[src/rtl/rtc_pkg.sv]
// ---------------------------------------------------------------------------
// rtc_pkg
// Shared definitions for the RTC block and its alarm scheduler.
//   - APB register offsets of the RTC front-end, including the alarm slot
//     window (one 16-byte stride per slot: CFG, CMP, INTV words)
//   - rtc_slot_t : one alarm slot as held by the scheduler
//   - scan_state_t : state of the per-tick slot scanner
// ---------------------------------------------------------------------------
package rtc_pkg;

   // Widest count the slot storage supports; the scheduler's CNT_WIDTH
   // must not exceed this.
   localparam int RTC_CNT_W = 32;

   // Register map of the RTC front-end
   localparam logic [7:0] REG_CTRL        = 8'h00;
   localparam logic [7:0] REG_PSCR        = 8'h04;
   localparam logic [7:0] REG_CNT         = 8'h08;
   localparam logic [7:0] REG_DIV         = 8'h0C;
   localparam logic [7:0] REG_ALRM        = 8'h10;
   localparam logic [7:0] REG_SLOT_BASE   = 8'h40;
   localparam int         REG_SLOT_STRIDE = 16;

   // Word offsets inside one slot's window
   localparam logic [3:0] SLOT_OFS_CFG  = 4'h0;   // bit0 en, bit1 per
   localparam logic [3:0] SLOT_OFS_CMP  = 4'h4;
   localparam logic [3:0] SLOT_OFS_INTV = 4'h8;

   typedef struct packed {
      logic                 en;
      logic                 per;
      logic [RTC_CNT_W-1:0] cmp;
      logic [RTC_CNT_W-1:0] intv;
   } rtc_slot_t;

   typedef enum logic [0:0] {
      ST_IDLE = 1'b0,
      ST_SCAN = 1'b1
   } scan_state_t;

   // Byte address of a word inside the slot window
   function automatic logic [7:0] slot_reg_addr(input int idx, input logic [3:0] ofs);
      return REG_SLOT_BASE + 8'(idx * REG_SLOT_STRIDE) + {4'h0, ofs};
   endfunction

endpackage

[src/rtl/rtc_alarm_sched_rr_arb.sv]
// ---------------------------------------------------------------------------
// rtc_rr_arb
// Combinational N-way round-robin picker. Returns the first set bit of pend
// strictly after position last, searching circularly (last itself is
// checked last). N must be a power of two so index arithmetic wraps freely.
//   pend  : request vector
//   last  : index granted most recently
//   idx   : selected index (0 when valid is low)
//   valid : at least one request present
// ---------------------------------------------------------------------------
module rtc_rr_arb
   import rtc_pkg::*;
#(
   parameter  int N     = 4,
   localparam int IDX_W = $clog2(N)
) (
   input  logic [N-1:0]     pend,
   input  logic [IDX_W-1:0] last,
   output logic [IDX_W-1:0] idx,
   output logic             valid
);

   logic [IDX_W-1:0] cand;

   always_comb begin
      valid = 1'b0;
      idx   = '0;
      cand  = '0;
      // Offsets 1..N; offset N wraps back onto last itself.
      for (int k = 1; k <= N; k++) begin
         cand = last + IDX_W'(k);
         if (!valid && pend[cand]) begin
            valid = 1'b1;
            idx   = cand;
         end
      end
   end

endmodule

[src/rtl/rtc_alarm_sched.sv]
// ---------------------------------------------------------------------------
// rtc_alarm_sched
// Multi-slot alarm scheduler running beside the RTC counter. On each tick the
// counter value is snapshotted and every slot is compared against it, one
// slot per cycle. Matches set a per-slot pending flag; pending slots are
// presented one at a time on irq_o/irq_id_o in round-robin order and
// retired with irq_ack_i.
//
// Ports
//   clk_i, rst_i          clock, asynchronous active-high reset
//   cnt_i, tick_i         RTC count and its one-cycle advance pulse
//   cfg_we_i .. cfg_intv_i slot configuration write (any state)
//   irq_ack_i             retire the presented slot
//   clr_miss_i            clear the sticky miss flag
//   irq_o, irq_id_o       registered grant and its slot index
//   pend_o, ovr_o, en_o   per-slot pending / sticky overrun / enable
//   busy_o                scan in progress
//   miss_o                sticky: a tick arrived while scanning
// ---------------------------------------------------------------------------
module rtc_alarm_sched
   import rtc_pkg::*;
#(
   parameter  int NUM_SLOTS = 4,
   parameter  int CNT_WIDTH = 32,
   localparam int IDX_W     = $clog2(NUM_SLOTS)
) (
   input  logic                 clk_i,
   input  logic                 rst_i,
   input  logic [CNT_WIDTH-1:0] cnt_i,
   input  logic                 tick_i,
   input  logic                 cfg_we_i,
   input  logic [IDX_W-1:0]     cfg_idx_i,
   input  logic                 cfg_en_i,
   input  logic                 cfg_per_i,
   input  logic [CNT_WIDTH-1:0] cfg_cmp_i,
   input  logic [CNT_WIDTH-1:0] cfg_intv_i,
   input  logic                 irq_ack_i,
   input  logic                 clr_miss_i,
   output logic                 irq_o,
   output logic [IDX_W-1:0]     irq_id_o,
   output logic [NUM_SLOTS-1:0] pend_o,
   output logic [NUM_SLOTS-1:0] ovr_o,
   output logic [NUM_SLOTS-1:0] en_o,
   output logic                 busy_o,
   output logic                 miss_o
);

   localparam logic [IDX_W-1:0] LAST_IDX = IDX_W'(NUM_SLOTS - 1);

   // ---------------------------------------------------------------------
   // Scan FSM
   // ---------------------------------------------------------------------
   scan_state_t          state_reg, state_next;
   logic [IDX_W-1:0]     idx_reg, idx_next;
   logic [CNT_WIDTH-1:0] snap_reg, snap_next;
   logic                 miss_set;

   always_ff @(posedge clk_i or posedge rst_i) begin
      if (rst_i) begin
         state_reg <= ST_IDLE;
         idx_reg   <= '0;
         snap_reg  <= '0;
      end else begin
         state_reg <= state_next;
         idx_reg   <= idx_next;
         snap_reg  <= snap_next;
      end
   end

   always_comb begin
      state_next = state_reg;
      idx_next   = idx_reg;
      snap_next  = snap_reg;
      miss_set   = 1'b0;
      case (state_reg)
         ST_IDLE: begin
            if (tick_i) begin
               snap_next  = cnt_i;
               idx_next   = '0;
               state_next = ST_SCAN;
            end
         end
         ST_SCAN: begin
            // A tick here cannot be serviced; it is only recorded.
            miss_set = tick_i;
            idx_next = idx_reg + 1'b1;
            if (idx_reg == LAST_IDX) begin
               state_next = ST_IDLE;
            end
         end
         default: state_next = ST_IDLE;
      endcase
   end

   // ---------------------------------------------------------------------
   // Slot storage and per-slot flags
   // ---------------------------------------------------------------------
   rtc_slot_t            slot_reg [NUM_SLOTS];
   logic [NUM_SLOTS-1:0] pend_reg, ovr_reg;
   logic [NUM_SLOTS-1:0] cfg_clr;
   logic                 scan_hit;

   logic                 grant_valid_reg;
   logic [IDX_W-1:0]     grant_id_reg;
   logic [IDX_W-1:0]     last_reg;

   // Match of the slot currently under the scanner
   assign scan_hit = (state_reg == ST_SCAN) && slot_reg[idx_reg].en &&
                     (slot_reg[idx_reg].cmp[CNT_WIDTH-1:0] == snap_reg);

   for (genvar gi = 0; gi < NUM_SLOTS; gi++) begin : g_slot
      logic                 cfg_hit, set_hit, ack_hit;
      logic [CNT_WIDTH-1:0] cmp_next;

      assign cfg_hit     = cfg_we_i && (cfg_idx_i == IDX_W'(gi));
      assign set_hit     = scan_hit && (idx_reg == IDX_W'(gi));
      assign ack_hit     = grant_valid_reg && irq_ack_i && (grant_id_reg == IDX_W'(gi));
      assign cfg_clr[gi] = cfg_hit;
      // Periodic reload wraps modulo 2^CNT_WIDTH.
      assign cmp_next    = slot_reg[gi].cmp[CNT_WIDTH-1:0] + slot_reg[gi].intv[CNT_WIDTH-1:0];

      always_ff @(posedge clk_i or posedge rst_i) begin
         if (rst_i) begin
            slot_reg[gi] <= '0;
         end else if (cfg_hit) begin
            // A write to the slot under the scanner discards its match.
            slot_reg[gi].en   <= cfg_en_i;
            slot_reg[gi].per  <= cfg_per_i;
            slot_reg[gi].cmp  <= RTC_CNT_W'(cfg_cmp_i);
            slot_reg[gi].intv <= RTC_CNT_W'(cfg_intv_i);
         end else if (set_hit) begin
            if (slot_reg[gi].per) begin
               slot_reg[gi].cmp <= RTC_CNT_W'(cmp_next);
            end else begin
               slot_reg[gi].en <= 1'b0;
            end
         end
      end

      always_ff @(posedge clk_i or posedge rst_i) begin
         if (rst_i) begin
            pend_reg[gi] <= 1'b0;
            ovr_reg[gi]  <= 1'b0;
         end else if (cfg_hit) begin
            pend_reg[gi] <= 1'b0;
            ovr_reg[gi]  <= 1'b0;
         end else if (set_hit) begin
            // A set coinciding with the ack of the same slot replaces the
            // retired event rather than overrunning it.
            pend_reg[gi] <= 1'b1;
            if (pend_reg[gi] && !ack_hit) begin
               ovr_reg[gi] <= 1'b1;
            end
         end else if (ack_hit) begin
            pend_reg[gi] <= 1'b0;
         end
      end

      assign en_o[gi] = slot_reg[gi].en;
   end

   // ---------------------------------------------------------------------
   // Round-robin grant
   // ---------------------------------------------------------------------
   logic [IDX_W-1:0] arb_idx;
   logic             arb_valid;

   // Slots being reconfigured this cycle are not eligible.
   rtc_rr_arb #(
      .N (NUM_SLOTS)
   ) u_arb (
      .pend  (pend_reg & ~cfg_clr),
      .last  (last_reg),
      .idx   (arb_idx),
      .valid (arb_valid)
   );

   always_ff @(posedge clk_i or posedge rst_i) begin
      if (rst_i) begin
         grant_valid_reg <= 1'b0;
         grant_id_reg    <= '0;
         last_reg        <= LAST_IDX;
      end else if (grant_valid_reg) begin
         if (cfg_we_i && (cfg_idx_i == grant_id_reg)) begin
            // Reconfigured under the grant: withdraw, pointer untouched.
            grant_valid_reg <= 1'b0;
         end else if (irq_ack_i) begin
            grant_valid_reg <= 1'b0;
            last_reg        <= grant_id_reg;
         end
      end else if (arb_valid) begin
         grant_valid_reg <= 1'b1;
         grant_id_reg    <= arb_idx;
      end
   end

   // ---------------------------------------------------------------------
   // Sticky miss flag; a set beats a simultaneous clear.
   // ---------------------------------------------------------------------
   logic miss_reg;

   always_ff @(posedge clk_i or posedge rst_i) begin
      if (rst_i) begin
         miss_reg <= 1'b0;
      end else if (miss_set) begin
         miss_reg <= 1'b1;
      end else if (clr_miss_i) begin
         miss_reg <= 1'b0;
      end
   end

   assign irq_o    = grant_valid_reg;
   assign irq_id_o = grant_id_reg;
   assign pend_o   = pend_reg;
   assign ovr_o    = ovr_reg;
   assign busy_o   = (state_reg == ST_SCAN);
   assign miss_o   = miss_reg;

endmodule

[config.mk]
export PLATFORM = sky130hd
export DESIGN_NAME = rtc_alarm_sched
export DESIGN_NICKNAME = d
export VERILOG_FILES = /design/src/rtl/rtc_pkg.sv /design/src/rtl/rtc_alarm_sched_rr_arb.sv /design/src/rtl/rtc_alarm_sched.sv
export SDC_FILE = /design/constraint.sdc
export NUM_CORES = 1
export LEC_CHECK = 0
export ABC_AREA = 1
export CAP_MARGIN = 10
export CELL_PAD_IN_SITES_DETAIL_PLACEMENT = 0
export CELL_PAD_IN_SITES_GLOBAL_PLACEMENT = 1
export CORE_MARGIN = 3
export CORE_UTILIZATION = 48
export DETAILED_ROUTE_END_ITERATION = 16
export GPL_ROUTABILITY_DRIVEN = 1
export PLACE_DENSITY_LB_ADDON = 0.1
export SLEW_MARGIN = 20
export SYNTH_ARGS = -nofsm -noshare
export SYNTH_HDL_FRONTEND = slang
export SYNTH_HIERARCHICAL = 1
export SYNTH_SLANG_ARGS = --single-unit
[constraint.sdc]
create_clock -name clk_i -period 25.7 [get_ports clk_i]
set_input_delay 3.855 -clock clk_i [delete_from_list [all_inputs] [get_ports clk_i]]
set_output_delay 3.855 -clock clk_i [all_outputs]
set_load 0.05 [all_outputs]
## Word level (Yosys, flattened, before mapping)

Index checks and enable logic that the tools add are counted.

| operators by class | value |
|---|---|
| muxes and demuxes | 79 |
| reduce and logical (&&, ||, !) cells | 65 |
| bitwise gates (word level) | 6 |
| magnitude comparators | 5 |
| eq/ne operators | 16 |
| $add $sub $neg | 8 |

Operators with widths:

| operator | count |
|---|---|
| 32-bit 2-to-1 mux | 12 |
| 66-bit binary-select mux with 2-bit select | 1 |
| 66-bit 2-to-1 mux | 2 |
| 32-bit adder | 4 |
| 1-bit 2-to-1 mux | 53 |
| 32-bit == test | 1 |
| 2-bit AND reduction | 14 |
| 2-bit nonzero test | 13 |
| 1-bit logical AND | 23 |
| 2-bit == test (second input constant) | 6 |
| 2-bit by 3-bit < comparator with 1-bit output (second input constant) | 4 |
| 3-bit nonzero test | 4 |
| 2-bit 2-to-1 mux | 5 |
| 1-bit binary-select mux with 2-bit select | 4 |
| 2-bit by 1-bit != test with 1-bit output (second input constant) | 4 |
| 1-bit zero test | 7 |
| 2-bit by 1-bit == test with 1-bit output (second input constant) | 3 |
| 2-bit zero test | 3 |
| 2-bit by 1-bit adder with 2-bit output (second input constant) | 2 |
| 2-bit adder (second input constant) | 2 |
| 4-bit AND | 1 |
| 4-bit inverter | 1 |
| 2-bit one-hot mux with 2 select lines | 1 |
| 3-bit >= comparator (second input constant) | 1 |
| other kinds (6) | 8 |

| storage, ports and cells | value |
|---|---|
| bits of input ports | 106 |
| logic and storage cells | 210 |
| register bits | 313 |

## Logic depth before layout (Yosys ltp)

Gate-level depths: netlist of run 1.

| depth | value |
|---|---|
| depth in word-level cells | 18 |
| gate-level depth with buffers | 19 |
| gate-level depth less buffers | 15 |

## Cells and area by module

The synthesis of run 1 kept the hierarchy.

By module, submodules not included:

| module | cells an instance | area an instance (sq um) | times used | sequential area each (sq um) |
|---|---|---|---|---|
| rtc_alarm_sched | 3441 | 22913.2 | 1 | 7835.0 |
| rtc_rr_arb | 52 | 271.5 | 1 | 0.0 |

## Worst setup path before layout of run 1

OpenSTA, ideal clock, no wires.

| path | value |
|---|---|
| path type | input -> register |
| start | input port cfg_idx_i[1] |
| end | register grant_id_reg[0], in the netlist irq_id_o[0] |
| setup slack | 20.035 ns |
| setup time | 0.077 ns |
| arrival time | 5.588 ns |
| cell stages on the path | 15 |
| path buffers | 1 |
| path through | inv_1 > nor3_2 > clkinv_1 > clkbuf_1 > nand2_1 > inv_1 > nand2_2 > nand2_1 > nand2_1 > nand2_4 > nor2_8 > nand4_1 > nand2_1 > nor2_1 > a21oi_1 |

| on the way | value |
|---|---|
| word-level cells in the longest chain between the ends | 17 |
| elaborated cells between the ends (all ways) | 33 |

Ends and longest elaborated chain:

| item | line | RTL |
|---|---|---|
| start: declaration | rtc_alarm_sched.sv:32 | `input logic [IDX_W-1:0] cfg_idx_i,` |
| 2-bit by 1-bit == test with 1-bit output (tied with other cells) | rtc_alarm_sched.sv:115 | `assign cfg_hit = cfg_we_i && (cfg_idx_i == IDX_W'(gi));` |
| 1-bit logical AND | rtc_alarm_sched.sv:115 |  |
| 4-bit inverter * | rtc_alarm_sched.sv:172 | `.pend (pend_reg & ~cfg_clr),` |
| 4-bit AND * | rtc_alarm_sched.sv:172 |  |
| 1-bit binary-select mux with 2-bit select | rtc_alarm_sched_rr_arb.sv:32 | `if (!valid && pend[cand]) begin` |
| 1-bit 2-to-1 mux (not written as such) | rtc_alarm_sched_rr_arb.sv:32 |  |
| 1-bit 2-to-1 mux | rtc_alarm_sched_rr_arb.sv:32 |  |
| 1-bit zero test | rtc_alarm_sched_rr_arb.sv:32 |  |
| [2 not listed] | - |  |
| 1-bit zero test | rtc_alarm_sched_rr_arb.sv:32 |  |
| 1-bit logical AND | rtc_alarm_sched_rr_arb.sv:32 |  |
| 1-bit 2-to-1 mux | rtc_alarm_sched_rr_arb.sv:32 |  |
| 1-bit zero test | rtc_alarm_sched_rr_arb.sv:32 |  |
| 1-bit logical AND | rtc_alarm_sched_rr_arb.sv:32 |  |
| 1-bit 2-to-1 mux * | rtc_alarm_sched_rr_arb.sv:32 |  |
| named net arb_valid | rtc_alarm_sched.sv:166 | `logic arb_valid;` |
| 2-bit AND reduction (no line) * | - |  |
| end signal: assignment | rtc_alarm_sched.sv:193 | `grant_id_reg <= arb_idx;` |
| end: declaration | rtc_alarm_sched.sv:104 | `logic [IDX_W-1:0] grant_id_reg;` |

Mark *: on every way through the listed nets, which the timed path passes. The rest lies on a longest branch. The select of a mux whose other input is x is not followed.
A chain may end at the register's enable or synchronous reset.

## Worst setup path after layout of run 1

| path | value |
|---|---|
| start | input port cfg_idx_i[1] |
| end | register slot_reg[41] in the netlist's numbering |

| on the way | value |
|---|---|
| word-level cells in the longest chain between the ends | 4 |
| elaborated cells between the ends (all ways) | 6 |

Ends and longest elaborated chain:

| item | line | RTL |
|---|---|---|
| 2-bit == test * | rtc_alarm_sched.sv:115 |  |
| 1-bit logical AND * | rtc_alarm_sched.sv:115 |  |
| 2-bit nonzero test (no line) | - |  |
| 2-bit AND reduction (no line) | - |  |
| end: declaration | rtc_alarm_sched.sv:98 | `rtc_slot_t slot_reg [NUM_SLOTS];` |

Mark *: on every way between the ends. The rest lies on a longest branch, timed or not.

==> impl_results.md, run 1 <==
- First-pass GRT wire length: 138 mm
- Via count: roughly 24000
- Die Span Y: 226 um
- Global route total overflow: 0
- # nets final: 3787
- Final-report max-slew violation count: 0
- Hold crit path type: reg -> reg
- Sw Pwr: 1.57 mW
- Clk root buf: clkbuf_16
- Row cnt: 79
- Hold path depth: 2
- Ys flop type: dfrtp_1
- Die Width: 226 um
- Share of layout cells above drive strength 1: 4.33%
- Multi-input gate area: 13500 um^2
- Leak: 13.3 nW
- CTS tree: yes
- Mapped Avg Cell Area: between 6 and 7 um^2
- Antenna violations before repair: 15
- Post-Syn Area: 23200 um^2
- Gate power share: 55.2%
- Worst Hold End: slot_reg[71]
- Synth-to-Final Area Change: 12.0%
- Worst-margin pin slew: roughly 0.96 ns
- CP Launch Type: input port
- Iter 0 DRT Violations: ~2800
- Critical path fanouts, max: 83
- Worst-Skew Late Latency: 0.57 ns
- Most common cell after layout, fill and taps aside: nand2_1
- Total power: 3.12 mW
- CP arrival: 7.01 ns
- Hold Worst Slack: 0.494 ns
- Ports: between 100 and 150
- Wirelength, routed: 93.8 mm
- Buffers inserted by post-CTS timing repair: 0
- Initial Util: between 40% and 50%
- Cell total after placement: 4114
- Register Area: 7840 um^2
- P_int: around 1.6 mW
- WL/cell: between 20 and 25 um
- # DRC: 0
- R2R setup slack: 20.95 ns
- DR pass1 iterations: 6
- Most frequent cells in the layout: 1203 x nand2_1, 409 x nand3_1, 321 x inv_1
- CTS Buf Count: 39
- Pin count of the biggest net entering global routing: 111
- Min Clock Period, post-route: 6.58 ns
- Fill cell count: 4755
- WP data required: 26.14 ns
- Post-CTS resize count: 0
- Power per Cell Area: approximately 120 nW/um^2
- Period utilization: 25.6%
- Clock power share: 18.0%
- Yosys warning count: 6
- Synth cell types: 43
- Maxcap violations: 0
- TNS Setup: 0 ns
- Setup violators final: 0
- Core area: approximately 47000 um^2
- Routability cong.: 1.02
- Final ANT Viol Nets: 0
- Hold Path Origin: slot_reg[71]
- Area of placed instances: 24700 um^2
- Synth Net Count: 3731
- Post-Layout Cell Count: 4185
- FF-to-FF path depth: 16
- Drt via density: about 6
- Outcome: finished, final reports clean
- Hold-fix buffers, CTS: 0
- Dpl hpwl: 72.0 mm
- Vias in the first global route: 22800
- Synth Instances: between 3000 and 4000
- Post-synthesis sequential area ratio: 33.8%
- Clk buf depth: 3
- Rel. slew slack: 35.8%
- Clock sink count: 313
- Port Buf Inserts: 122
- GR Util All Layers: ~36%
- Post-synth EDFFs: 0
- Peak supply drop: 0.0634 mV
- Skew final: about 0.025 ns
- Place WS: 18.65 ns
- Sequential Power Share: a little over a quarter
- Die Footprint: slightly above 50000 um^2
- FMAX: 152 MHz
- Final worst setup slack: 19.12 ns
- Fin util: 55.1%
- Synth Register Bits: 313
- Kind of end point of the critical path: register
- Final hold violation count: 0
- CP Class: in -> reg
- Max reg flops: 260
- Reg-to-reg endpoint: slot_reg[165]
- Cell area after layout: 26000 um^2
- Async SR Flop Fraction: between 90% and 100%
- Sw Ratio: approximately 50%
- Reg-to-Reg Start: idx_reg[0]
- H-tree depth: 2
- RSZ-0062 raised after global routing: false
- Reg clk slew, reported paths: 0.07 ns
[power by group through the flow]
stage                     logic [mW]  clock network [mW]  registers, mW
final                           1.72               0.563          0.838
after global routing            1.93               0.588          0.849
after CTS                       1.69               0.567          0.829
after detailed placement        1.69                   0          0.837
after global placement          1.67                   0          0.830
after floorplan                 1.22                   0          0.766
[per-layer routing]
layer / track usage [%] / part of all wire (%) / vias up / wire (um)
met2: 56.1 / 43 / 1126 / 40800
li1: - / - / 11600 / -
met1: 48.2 / 41 / 11600 / 38400
met4: 21.0 / 7.1 / 2 / 6610
met5: 0 / 0.058 / - / 54
met3: 5.72 / 8.5 / 252 / 7960
[worst max-delay path, stage by stage]
cell	delay, ns
clkdlybuf4s50_1	0.51
inv_1	0.19
nor3_4	0.06
buf_4	0.25
inv_4	0.58
buf_4	0.58
nand2_2	0.59
nand2_1	0.21
nand2_1	0.08
[final cells by class]
| type | instances | area share (%) |
|---|---|---|
| antenna | 2 | 0.0193 |
| clock buffer | 50 | 4.07 |
| clock inverter | 18 | 0.785 |
| inverter | 329 | 4.82 |
| multi-input combinational | 2726 | 51.9 |
| sequential | 313 | 30.2 |
| tap | 607 | 2.92 |
| timing repair buffer | 140 | 5.27 |
[how the worst max path moves through the flow]
stage,cells after the start,from,to,slack [ns]
after global routing,9,cfg_idx_i[1],slot_reg[35],18.90
after floorplan,1,rst_i,busy_o,13.19
after detailed placement,9,cfg_idx_i[1],slot_reg[51],18.65
after global placement,9,cfg_idx_i[0],slot_reg[33],18.76
after CTS,9,cfg_idx_i[1],slot_reg[51],19.22
final,9,cfg_idx_i[1],slot_reg[41],19.12
[cells in the mapped netlist (8+ instances only)]
library cell / count / area, um^2
inv_1: 323 / 1210
a31oi_1: 9 / 56.3
a21oi_1: 207 / 1040
o21bai_1: 23 / 173
nand2_1: 1203 / 4520
nor2_1: 238 / 893
dfrtp_1: 311 / 7780
buf_4: 8 / 60.1
mux2_2: 17 / 191
nor3_1: 30 / 150
a21o_1: 13 / 97.6
xor2_1: 16 / 140
o21ai_0: 300 / 1500
buf_6: 16 / 180
ha_1: 128 / 1600
buf_2: 25 / 125
or2_2: 27 / 169
nand4_1: 34 / 213
nand3b_1: 19 / 143
clkbuf_1: 69 / 259
nand3_1: 409 / 2050
[kinds of logic after synthesis]
family | Yosys count | synth area share, %
AO/OA/AOI/OAI | 565 | 12.8
buffers and inverters | 454 | 8.13
adder cells (fa/ha/maj) | 132 | 7.25
AND/OR/NAND/NOR | 1992 | 36.5
multiplexers | 17 | 0.826
XOR/XNOR | 20 | 0.755
flip-flops | 313 | 33.8
(Power assumes the default switching activity.)
==> run 2: changes to the inputs <==
--- a/config.mk
+++ b/config.mk
@@ -10,7 +10,7 @@
 export CELL_PAD_IN_SITES_DETAIL_PLACEMENT = 0
 export CELL_PAD_IN_SITES_GLOBAL_PLACEMENT = 1
 export CORE_MARGIN = 3
-export CORE_UTILIZATION = 48
+export CORE_UTILIZATION = 44
 export DETAILED_ROUTE_END_ITERATION = 16
 export GPL_ROUTABILITY_DRIVEN = 1
 export PLACE_DENSITY_LB_ADDON = 0.1
==> constraint.sdc (replaced) <==
create_clock -name clk_i -period 6.57 [get_ports clk_i]
set_input_delay 0.9855 -clock clk_i [delete_from_list [all_inputs] [get_ports clk_i]]
set_output_delay 0.9855 -clock clk_i [all_outputs]
set_load 0.05 [all_outputs]
==> impl_results.md, run 2 (synthesis results as in run 1) <==
- Share of layout cells above drive strength 1: 4.42% (was 4.33%)
- Met3 GRT Util: 6.03% (was 5.72%)
- CP Cell Sequence: inv_2 > buf_4 > nand2_1 > nand3_1 > nand2_1 > nand2_1 > nand2_1 > nor2_1 > nand2_1 > nor2_1 > nand2_1 > nor2_8 > nand4_4 > buf_4 > nand2_2 > nand2_1 > nand2_1 (was clkdlybuf4s50_1 > inv_1 > nor3_4 > buf_4 > inv_4 > buf_4 > nand2_2 > nand2_1 > nand2_1)
- Reg clk slew, reported paths: 0.06 ns (was 0.07 ns)
- Maxcap violations: 0 (unchanged)
- Final worst setup slack: 2.70 ns (was 19.12 ns)
- R2R setup slack: 2.70 ns (was 20.95 ns)
- Clock sink count: 313 (unchanged)
- Post-CTS resize count: 0 (unchanged)
- Met2 GRT Util: 54.9% (was 56.1%)
- Slowest-stage cell, CP: nand2_2 (unchanged)
- Total power: 12.5 mW (was 3.12 mW)
- H-tree depth: 2 (unchanged)
- Routability cong.: 0.991 (was 1.02)
- Post-Layout Cell Count: 4261 (was 4185)
- Most common cell after layout, fill and taps aside: nand2_1 (unchanged)
- Row cnt: 83 (was 79)
- Gr busiest metal: met2 (unchanged)
- Pin count of the biggest net entering global routing: 167 (was 111)
- Synth-to-Final Area Change: 12.9% (was 12.0%)
- Iter 0 DRT Violations: 2624 (was 2785)
- Setup violators final: 0 (unchanged)
- Worst-Skew Late Latency: 0.58 ns (was 0.57 ns)
- Buffers inserted by post-CTS timing repair: 0 (unchanged)
- WL/cell: 23.2 um (was 22.4 um)
- Most frequent cells in the layout: 1203 x nand2_1, 409 x nand3_1, 321 x inv_1 (unchanged)
- Core area: 51700 um^2 (was 47100 um^2)
- FF-to-FF path depth: 17 (was 16)
- Initial Util: 44.8% (was 49.2%)
- Leak: 13.4 nW (was 13.3 nW)
- Reg-to-Reg Start: idx_reg[0] (unchanged)
- Final ANT Viol Nets: 0 (unchanged)
- Period utilization: 59.0%
- Die Span Y: 236 um (was 226 um)
- GR Util All Layers: 34.7% (was 36.2%)
- Hold crit path type: reg -> reg (unchanged)
- Hold Path Origin: slot_reg[30] (was slot_reg[71])
- Clk root buf: clkbuf_16 (unchanged)
- DR pass1 iterations: 6 (unchanged)
- Dpl hpwl: 76.2 mm (was 72.0 mm)
- Hold-fix buffers, CTS: 0 (unchanged)
- Cell total after placement: 4188 (was 4114)
- Power per Cell Area: 477 nW/um^2 (was 120 nW/um^2)
- First-pass GRT wire length: 146 mm (was 138 mm)
- Worst-margin pin slew: 1.06 ns (was 0.962 ns)
- Clk buf depth: 3 (unchanged)
- WP data required: 7.07 ns (was 26.14 ns)
- Register Area: 7840 um^2 (unchanged)
- Outcome: finished, final reports clean (unchanged)
- Die Width: 236 um (was 226 um)
- CP arrival: 4.38 ns (was 7.01 ns)
- CTS Buf Count: 41 (was 39)
- Peak supply drop: 0.232 mV (was 0.0634 mV)
- Min Clock Period, post-route: between 3 and 4 ns
- # nets final: 3789 (was 3787)
- Wirelength, routed: 98.8 mm (was 93.8 mm)
- Final hold violation count: 0 (unchanged)
- Global route total overflow: 0 (unchanged)
- Critical path fanouts, max: 33 (was 83)
- Grt met1 use: 45.8% (was 48.2%)
- Critical Path Start: idx_reg[0] (was cfg_idx_i[1])
- Max reg flops: 260 (unchanged)
- Multi-input gate area: 13500 um^2 (unchanged)
- Slowest stage delay, CP: 0.66 ns (was 0.59 ns)
- TNS Setup: 0 ns (unchanged)
- Via count: 24400 (was 24500)
- CP Launch Type: register (was input port)
- Place WS: 2.66 ns (was 18.65 ns)
- Fill cell count: 5184 (was 4755)
- # DRC: 0 (unchanged)
- Final-report max-slew violation count: 0 (unchanged)
- CP Class: reg -> reg (was in -> reg)
- CTS tree: yes (unchanged)
- FMAX: 258 MHz
- Kind of end point of the critical path: register (unchanged)
- Port Buf Inserts: 122 (unchanged)
- Hold path depth: 2 (unchanged)
- Die Footprint: 55500 um^2 (was 51000 um^2)
- Skew final: 0.0246 ns (was 0.0253 ns)
- Vias in the first global route: 23200 (was 22800)
- Rel. slew slack: 29.6% (was 35.8%)
- Ports: 123 (unchanged)
- Drt via density: 5.74 (was 5.85)
- Hold Worst Slack: 0.493 ns (was 0.494 ns)
- CP dominant cell by count: nand2_1
- Antenna violations before repair: 6 (was 15)
- RSZ-0062 raised after global routing: false (unchanged)
-- run 2: cell count changes in the layout (fill, tap and decap cells not counted) --
cell,delta
clkbuf_1,-1
inv_6,+1
buf_12,+1
clkinvlp_4,+3
clkbuf_8,+4
buf_4,-1
clkinv_2,-7
diode_2,+1
clkbuf_16,+2
inv_8,-1
clkinv_4,+1
-- run 2: worst max-delay path, delay by kind of cell (launching register included) --
family                 cells  cell delay [ns]
and+or+nand+nor           14             2.30
DFF                        1             0.41
buffers and inverters      3             1.02
-- run 2: stage by stage --
| stage | cell area [um^2] | utilization, % |
|---|---|---|
| 2_1_floorplan | 23200 | - |
| 3_3_place_gp | 24800 | 48.0 |
| 3_5_place_dp | 24800 | 48.0 |
| 4_1_cts | 26200 | 50.6 |
| 5_1_grt | 26200 | 50.6 |
| 6_report | 26200 | 50.6 |
-- run 2: power breakdown --
group          internal [mW]  leakage, nW  total [mW]  switching [mW]
logic                   2.25         8.84        6.80            4.54
clock network           1.39        0.660        2.34           0.944
registers               2.55         3.87        3.34           0.784
total                   6.20         13.4        12.5            6.27
-- run 2: cell type report --
class	instances	area share, %
Inverter	329	4.77
Clock buffer	55	4.43
Clock inverter	15	0.770
Antenna cell	3	0.0287
Tap cell	680	3.25
Multi-Input combinational cell	2726	51.5
Sequential cell	313	29.9
Timing Repair Buffer	140	5.28
-- run 2: final timing paths --
path | to
max | slot_reg[231]
min | slot_reg[30]
max reg2reg | slot_reg[231]
min reg2reg | slot_reg[30]
max in group asynchronous | slot_reg[191]
min in group asynchronous | slot_reg[112]
-- run 2: layer usage --
layer	vias up	wire length (um)
met5	-	0
met4	0	6040
met3	256	7780
met2	1090	43900
met1	11500	41000
li1	11600	-
==> run 3: changes to the inputs <==
==> constraint.sdc (replaced) <==
create_clock -name clk_i -period 4 [get_ports clk_i]
set_input_delay 0.6 -clock clk_i [delete_from_list [all_inputs] [get_ports clk_i]]
set_output_delay 0.6 -clock clk_i [all_outputs]
set_load 0.05 [all_outputs]
==> impl_results.md, run 3 (synthesis results as in run 1) <==
- DR pass1 iterations: 6 (unchanged)
- Die Span Y: 236 um (unchanged)
- Via count: 24300 (was 24400)
- WL/cell: 22.7 um (was 23.2 um)
- CP Launch Type: register (unchanged)
- Slowest stage delay, CP: 0.43 ns (was 0.66 ns)
- Initial Util: 44.8% (unchanged)
- CP arrival: 3.64 ns (was 4.38 ns)
- Worst-Skew Late Latency: 0.57 ns (was 0.58 ns)
- # nets final: 3804 (was 3789)
- Clock sink count: 313 (unchanged)
- Die Width: 236 um (unchanged)
- Fill cell count: 5253 (was 5184)
- Critical path fanouts, max: 34 (was 33)
- Register Area: 7840 um^2 (unchanged)
- Final ANT Viol Nets: 0 (unchanged)
- Setup violators final: 0 (unchanged)
- Clk buf depth: 3 (unchanged)
- Skew final: 0.0203 ns (was 0.0246 ns)
- Maxcap violations: 0 (unchanged)
- # DRC: 0 (unchanged)
- GR Util All Layers: 34.2% (was 34.7%)
- Multi-input gate area: 13500 um^2 (unchanged)
- Outcome: finished, final reports clean (unchanged)
- FMAX: 318 MHz (was 258 MHz)
- Dpl hpwl: 75.6 mm (was 76.2 mm)
- Wirelength, routed: 97.2 mm (was 98.8 mm)
- Hold crit path type: in -> async (was reg -> reg)
- Worst-margin pin slew: 1.03 ns (was 1.06 ns)
- Final-report max-slew violation count: 0 (unchanged)
- Core area: 51700 um^2 (unchanged)
- Buffers inserted by post-CTS timing repair: 0 (unchanged)
- R2R setup slack: 0.85 ns (was 2.70 ns)
- Rel. slew slack: 31.0% (was 29.6%)
- Period utilization: 78.7% (was 59.0%)
- Power per Cell Area: 773 nW/um^2 (was 477 nW/um^2)
- CP dominant cell by count: nand2_1 (unchanged)
- Global route total overflow: 0 (unchanged)
- Share of layout cells above drive strength 1: 4.81% (was 4.42%)
- Leak: 13.5 nW (was 13.4 nW)
- Critical Path Start: idx_reg[0] (unchanged)
- Iter 0 DRT Violations: 2254 (was 2624)
- Hold-fix buffers, CTS: 0 (unchanged)
- Max reg flops: 260 (unchanged)
- H-tree depth: 2 (unchanged)
- Pin count of the biggest net entering global routing: 109 (was 167)
- Antenna violations before repair: 7 (was 6)
- Top cell family by delay on the critical path: simple AND/OR/NAND/NOR gates (unchanged)
- Synth-to-Final Area Change: 13.5% (was 12.9%)
- Critical path depth: 16 (was 17)
- Place WS: 0.926 ns (was 2.66 ns)
- WP data required: 4.49 ns (was 7.07 ns)
- Reg clk slew, reported paths: 0.06 ns (about the same)
- Final hold violation count: 0 (unchanged)
- RSZ-0062 raised after global routing: false (unchanged)
- Routability cong.: 1.03 (was 0.991)
- Row cnt: 83 (unchanged)
- Port Buf Inserts: 122 (unchanged)
- Most frequent cells in the layout: 1203 x nand2_1, 409 x nand3_1, 321 x inv_1 (unchanged)
- Min Clock Period, post-route: 3.15 ns (was 3.87 ns)
- Kind of end point of the critical path: register (unchanged)
- Die Footprint: 55500 um^2 (unchanged)
- Reg-to-Reg Start: idx_reg[0] (unchanged)
- Drt via density: 5.68 (was 5.74)
- Most common cell after layout, fill and taps aside: nand2_1 (unchanged)
- WP buf/inv: 2 (was 3)
- CP Class: reg -> reg (unchanged)
- Post-CTS resize count: 0 (unchanged)
- CTS tree: yes (unchanged)
- Final worst setup slack: 0.854 ns (was 2.70 ns)
- CTS Buf Count: 39 (was 41)
- Ports: 123 (unchanged)
- FF-to-FF path depth: 16 (was 17)
- Clk root buf: clkbuf_16 (unchanged)
- First-pass GRT wire length: 143 mm (was 146 mm)
- Peak supply drop: 0.414 mV (was 0.232 mV)
- Vias in the first global route: 22800 (was 23200)
- Hold Worst Slack: 0.484 ns (was 0.493 ns)
- Slowest-stage cell, CP: dfrtp_2 (was nand2_2)
- CP Cell Sequence: inv_2 > buf_4 > nand2_1 > nand3_1 > nand2_1 > nand2_1 > nand2_1 > nor2_1 > nand2_1 > nor2_1 > nand2_1 > nor2_8 > nand4_4 > nand2_4 > nand2_1 > nand2_1 (was inv_2 > buf_4 > nand2_1 > nand3_1 > nand2_1 > nand2_1 > nand2_1 > nor2_1 > nand2_1 > nor2_1 > nand2_1 > nor2_8 > nand4_4 > buf_4 > nand2_2 > nand2_1 > nand2_1)
==> run 3: final timing paths <==
check / end
setup / recovery: slot_reg[112]
hold / removal: slot_reg[93]
setup reg to reg: slot_reg[112]
hold reg to reg: slot_reg[213]
max in group asynchronous: snap_reg[21]
min in group clk_i: slot_reg[213]
==> run 3: through the flow <==
step | total power, mW | TNS, ns | util, % | area, um^2 | instances
detailed placement | 16.4 | 0 | 48.4 | 25000 | 4205
global placement | 16.3 | 0 | 48.4 | 25000 | 4205
CTS | 20.2 | 0 | 50.9 | 26300 | 4274
global route | 21.9 | 0 | 50.9 | 26300 | 4274
finish | 20.4 | 0 | 50.9 | 26300 | 4278
floorplan | 12.8 | -238.62 | - | 23200 | 3493
==> run 3: cell type report <==
cell class | count | area share [%]
inverters | 329 | 4.74
clock buffers | 56 | 4.42
clock inverters | 13 | 0.556
multi-input cells | 2726 | 51.2
well taps | 680 | 3.23
repair buffers | 157 | 6.02
flip-flops and latches | 313 | 29.8
diodes | 4 | 0.0380
==> run 3: layer usage <==
layer	up-vias	global-route usage (%)	share of wire (%)
met5	-	0	0
met4	0	18.6	6.3
met3	205	6.58	8.1
met2	988	52.4	43
met1	11500	45.6	42
li1	11600	-	-
==> run 3: where the power goes <==
part           leakage, nW  internal, mW  switching [mW]
Sequential            3.87          4.20            1.20
Combinational         8.95          3.73            7.49
Clock                0.649          2.21            1.52
